==> config.mk <==
export PLATFORM = sky130hd
export DESIGN_NAME = mux2_rr_arbiter
export DESIGN_NICKNAME = d
export VERILOG_FILES = /design/src/rtl/mux2_pkg.sv /design/src/rtl/mux2_rr_grant.sv /design/src/rtl/mux2_rr_arbiter.sv
export SDC_FILE = /design/constraint.sdc
export NUM_CORES = 1
export LEC_CHECK = 0
export CAP_MARGIN = 5
export CELL_PAD_IN_SITES_DETAIL_PLACEMENT = 1
export CELL_PAD_IN_SITES_GLOBAL_PLACEMENT = 1
export CORE_AREA = 4 4 41 43
export CTS_CLUSTER_SIZE = 28
export DETAILED_ROUTE_END_ITERATION = 8
export DIE_AREA = 0 0 45 47
export PLACE_DENSITY_LB_ADDON = 0.1
export SYNTH_ARGS = -nofsm -noshare
export SYNTH_HDL_FRONTEND = slang
export SYNTH_SLANG_ARGS = --single-unit
==> constraint.sdc <==
create_clock -name clk -period 1.6 [get_ports clk]
set_clock_uncertainty 0.05 [all_clocks]
set_input_delay 0.24 -clock clk [delete_from_list [all_inputs] [get_ports clk]]
set_output_delay 0.24 -clock clk [all_outputs]
set_load 0.02 [all_outputs]
==> src/rtl/mux2_pkg.sv <==
// rtl/mux2_pkg.sv - shared source indices and reset pointer for the 2:1 stream arbiter
package mux2_pkg;

  localparam logic SRC_D0 = 1'b0;
  localparam logic SRC_D1 = 1'b1;

  // Pointer resets to d1 so the first tie goes to d0.
  localparam logic LAST_GRANT_RST = SRC_D1;

  function automatic logic other_src(input logic src);
    return (src == SRC_D0) ? SRC_D1 : SRC_D0;
  endfunction

endpackage

==> src/rtl/mux2_rr_grant.sv <==
// rtl/mux2_rr_grant.sv - combinational two-way grant; MUX2_ARB_FIXED_PRIO_EN selects fixed d0 priority
module mux2_rr_grant
  import mux2_pkg::*;
(
  input  logic v0,
  input  logic v1,
  input  logic last_grant,
  input  logic accept,
  output logic g0,
  output logic g1
);

`ifdef MUX2_ARB_FIXED_PRIO_EN
  // Pointer is still tracked by the top but plays no part in the tie-break.
  logic unused_last_grant;
  assign unused_last_grant = last_grant;
`endif

  always_comb begin
    g0 = 1'b0;
    g1 = 1'b0;
    if (accept) begin
      if (v0 && v1) begin
`ifdef MUX2_ARB_FIXED_PRIO_EN
        g0 = 1'b1;
`else
        g0 = (other_src(last_grant) == SRC_D0);
        g1 = (other_src(last_grant) == SRC_D1);
`endif
      end else begin
        g0 = v0;
        g1 = v1;
      end
    end
  end

endmodule

==> src/rtl/mux2_rr_arbiter.sv <==
// rtl/mux2_rr_arbiter.sv - round-robin two-source stream arbiter with registered output (MUX2_ARB_FIXED_PRIO_EN: fixed priority)
module mux2_rr_arbiter
  import mux2_pkg::*;
#(
  parameter int WIDTH = 2
) (
  input  logic             clk,
  input  logic             reset_n,
  input  logic [WIDTH-1:0] d0,
  input  logic             d0_valid,
  output logic             d0_ready,
  input  logic [WIDTH-1:0] d1,
  input  logic             d1_valid,
  output logic             d1_ready,
  output logic [WIDTH-1:0] out,
  output logic             out_sel,
  output logic             out_valid,
  input  logic             out_ready
);

  logic accept;
  logic g0;
  logic g1;
  logic last_grant;
  logic xfer0;
  logic xfer1;

  // Register can take a word when empty or when its current word leaves this cycle.
  assign accept = !out_valid || out_ready;

  mux2_rr_grant u_grant (
    .v0         (d0_valid),
    .v1         (d1_valid),
    .last_grant (last_grant),
    .accept     (accept),
    .g0         (g0),
    .g1         (g1)
  );

  assign d0_ready = g0;
  assign d1_ready = g1;
  assign xfer0    = d0_valid && g0;
  assign xfer1    = d1_valid && g1;

  always_ff @(posedge clk or negedge reset_n) begin
    if (!reset_n) begin
      out        <= '0;
      out_sel    <= SRC_D0;
      out_valid  <= 1'b0;
      last_grant <= LAST_GRANT_RST;
    end else if (xfer0 || xfer1) begin
      out        <= xfer1 ? d1 : d0;
      out_sel    <= xfer1 ? SRC_D1 : SRC_D0;
      out_valid  <= 1'b1;
      last_grant <= xfer1 ? SRC_D1 : SRC_D0;
    end else if (out_ready) begin
      out_valid  <= 1'b0;
    end
  end

endmodule

* Word level (Yosys, flattened, before mapping) *
Index checks and enable logic that the tools add are counted.

word-level totals
  word-level logic and storage cells = 20
  output and inout bits = 6
  register bits after elaboration = 5
  input bits = 9

operators by class
  reductions and logical operators = 7
  mux-type cells = 9

operator list
  kind               number
  $mux 1             8
  $logic_and 1x1->1  3
  $logic_or 1x1->1   2
  $mux 2             1
  $reduce_bool 2->1  1
  $logic_not 1->1    1

* Logic depth before layout (Yosys ltp) *
  word-level depth = 6
  mapped depth = 3
  gate-level depth less buffers = 3

* By module *
Synthesis repeated with hierarchy kept, for this count alone.

unflattened totals
  cells, all modules = 24
  area total of the unflattened synthesis = 246.5 um^2

modules (own cells, without submodules)
  module           times used  area each (um^2)  seq. area each (um^2)  cells an instance
  mux2_rr_arbiter  1           225.2             126.4                  19
  mux2_rr_grant    1           21.3              0.0                    5

* Worst setup path after synthesis *
OpenSTA, ideal clock, no wires.

  kind = register -> register
  start point = register last_grant
  end point = register out[0]
  setup slack = 0.221 ns
  library setup time = 0.125 ns
  clock period less this slack = 1.379 ns
  cell stages (with the launch flop) = 4
  path buffers = 0
  data required time = 1.425 ns
  data arrival time = 1.205 ns
  path through = dfstp_2 a21bo_4 mux2_4 mux2_2

between the ends
  cells in the longest elaborated chain, start to end = 5
  elaborated cells on any way between the ends = 9
  those cells by class = mux: 6; reduce/logical: 3

ends and longest elaborated chain
  element                                     RTL line                                      text
  from (decl)                                 mux2_rr_arbiter.sv:24                         logic last_grant;
  from (signal assigned)                      mux2_rr_arbiter.sv:55                         last_grant <= xfer1 ? SRC_D1 : SRC_D0;
  $mux 1                                      mux2_pkg.sv:11                                return (src == SRC_D0) ? SRC_D1 : SRC_D0;
  $mux 1                                      mux2_rr_grant.sv:23                           if (v0 && v1) begin
  $mux 1                                      mux2_rr_grant.sv:22                           if (accept) begin
  $logic_and 1x1->1                           mux2_rr_arbiter.sv:43                         assign xfer1 = d1_valid && g1;
  $mux 2 or $logic_or 1x1->1 (tied branches)  mux2_rr_arbiter.sv:52, mux2_rr_arbiter.sv:51
  to (signal assigned)                        mux2_rr_arbiter.sv:52                         out <= xfer1 ? d1 : d0;
  to (decl)                                   mux2_rr_arbiter.sv:15                         output logic [WIDTH-1:0] out,

Several ways; a longest one is shown, not always the timed one.
A chain may end at the register's enable or synchronous reset.

* Worst setup path in the final report *
  start point = register out_valid
  end point = output out_valid

RTL lines
  element                 RTL line               text
  from (decl)             mux2_rr_arbiter.sv:17  output logic out_valid,
  from (signal assigned)  mux2_rr_arbiter.sv:49  out_valid <= 1'b0;
  from (signal assigned)  mux2_rr_arbiter.sv:54  out_valid <= 1'b1;
  from (signal assigned)  mux2_rr_arbiter.sv:57  out_valid <= 1'b0;

No word-level cell between the ends.

==> metrics <==
status complete, no violations; first-pass GRT wire length 1210 um; clock latency on the worst-skew pair 0.25 ns; Final setup viols 0; Clock power frac 30.2%; vias post-DR 245; Hold Fails Final Rpt 0; Slew Viols, Final 0; CP required 1.31 ns; maximum VDD drop 0.343 mV; I/O pin count 15; hold buffers post-CTS 0; IO Port Bufs 14; PwrDens 1080 nW/um^2; layout overhead on the synthesized area 90.4%; Sw Ratio 29.4%; TritonCTS buffer count 3; reg2reg start last_grant; nets 54; Post-route DRC 0; Ant. Diodes 0; routed wire length 723 um; Setup Fix Bufs, Post-CTS 0; Seq/Total Area, Yosys 51.0%; worst hold margin 0.164 ns; CP Capture Point out_valid; arrival time worst endpoint 1.27 ns; R2R setup slack 0.10 ns; vias in the first global route 292; Max Freq 0.640 GHz; placed cell count 55; crit end category output pin; CP max FO 2; CP Launch Type flip-flop; Mapped Area 248 sq um; number of max-cap violations 0; RSZ-0062 raised after global routing true; number of core rows 13; Chip Height 47 um; ratio of cells with drive above 1 in the final layout 40.9%; initial antenna violation count 0; clock transition at the registers of the reported paths 0.05 ns; CP startpoint out_valid; switching power of the nets 0.150 mW; pin count of the biggest net entering global routing 6; crit share post-route 97.6%; Worst Setup Path Type flip-flop to output pin; GRT overflow 0; die width 45 um; Starting Density 19.0%; Placer Congestion 0.635; post-synth cell types 13; Synth Register Bits 5; Sequential Power Share 33.7%; Mean Syn Cell Area 12.4 sq um; CTS tree done; clock root buffer clkbuf_4; Gate Count Post-Synth 20; DR iter-0 viols 1; Reg2Reg Depth 4; worst slew pin tran 0.422 ns; Int Power 0.359 mW; Max Buffers Root-to-Sink 2; drt pass-1 iters 2; Comb power frac 36.1%; Synthesized Nets 29; Cell Count, Final, Fillers Out 59; vias per cell 4.15; RR Endpoint out[0]; CORE AREA 1300 sq um; Relative slew margins 71.6%; minimum clock period 1.56 ns; DR WL/cell 12.3 um; clock sinks 5; area of the die 2120 sq um; Hold Crit Class primary input to asynchronous set/reset pin; leakage dissipation 0.222 nW; antenna viol nets, final 0; Synth Warn # 0; Tot GR Track Use 8.64%; H-tree Lvls 1
power by group through the flow:
| stage | logic [mW] | clock network, mW | registers (mW) |
|---|---|---|---|
| after detailed placement | 0.190 | 0 | 0.173 |
| after floorplan | 0.0594 | 0 | 0.195 |
| final | 0.184 | 0.153 | 0.171 |
| after global placement | 0.186 | 0 | 0.171 |
| after CTS | 0.187 | 0.157 | 0.172 |
| after global routing | 0.199 | 0.162 | 0.175 |
how the worst min path moves through the flow:
stage,from,end,slack [ns]
2_1_floorplan,reset_n,out[0],-0.11
3_3_place_gp,out_sel,out_sel,0.42
3_5_place_dp,out_sel,out_sel,0.42
4_1_cts,reset_n,out[0],0.18
5_1_grt,reset_n,out[0],0.19
6_report,reset_n,out_valid,0.16
cell families after synthesis:
kind of cell	synth area share, %
AOI/OAI and AO/OA	18.2
buffers and inverters	1.51
DFF	51.0
muxes	21.2
and+or+nand+nor	8.09
layer usage:
layer,GRT usage (%),share of wire [%],up-vias
met5,0,0,-
met4,8.77,4.7,0
met3,3.83,9.5,5
met2,14.1,50,11
met1,7.82,36,111
li1,-,-,118
worst max-delay path, cell delays in order (launching register included):
cell,delay [ns]
dfrtp_1,0.34
buf_4,0.10
clkdlybuf4s50_1,0.58
repair_timing:
item | 4_1_cts | 5_1_grt
pin swaps | 0 | 0
gates resized for setup | 11 | 0
setup endpoints to repair | 4 | 1
registers in the layout, indices dropped and copies added, names as in the netlist:
register and flops:
out 2, last_grant 1, out_sel 1, out_valid 1
placed cells by master (no fill, tap or decap), types with 2 or more instances in the layout:
master and n:
clkdlybuf4s50_1 11, buf_4 7, nand2_1 2, mux2_2 2, clkbuf_4 3, mux2_4 2, a21oi_1 2, dfrtp_1 4
Yosys cell counts:
master	number	share of area (%)
dfstp_2	1	11
nand2b_1	1	2.5
a21oi_1	2	4.0
mux2_2	2	9.1
a31oi_1	1	2.5
nor2b_1	1	2.5
nand2_1	2	3.0
inv_1	1	1.5
a21bo_4	1	6.6
mux2_4	2	12
o21ai_0	1	2.0
dfrtp_1	4	40
a21o_1	1	3.0
stage by stage:
step | power [mW] | util [%] | setup TNS, ns | worst slack, ns | cell area [sq um]
finish | 0.509 | 36.3 | 0 | 0.0377 | 472
global route | 0.535 | 36.3 | -0.00657 | -0.00657 | 472
CTS | 0.517 | 36.3 | 0 | 0.0270 | 472
detailed placement | 0.364 | 34.7 | -1.52 | -0.500 | 452
global placement | 0.358 | 34.7 | -1.43 | -0.498 | 452
floorplan | 0.255 | - | 0 | 0.221 | 248
final cells by class:
type	count	area, sq um
fill	161	830
timing repair buffer	20	176
sequential	5	126
multi-input combinational	14	120
clock buffer	4	26.3
tap	15	18.8
inverter	1	3.75
Note: power is estimated with default switching activity, not from simulation.
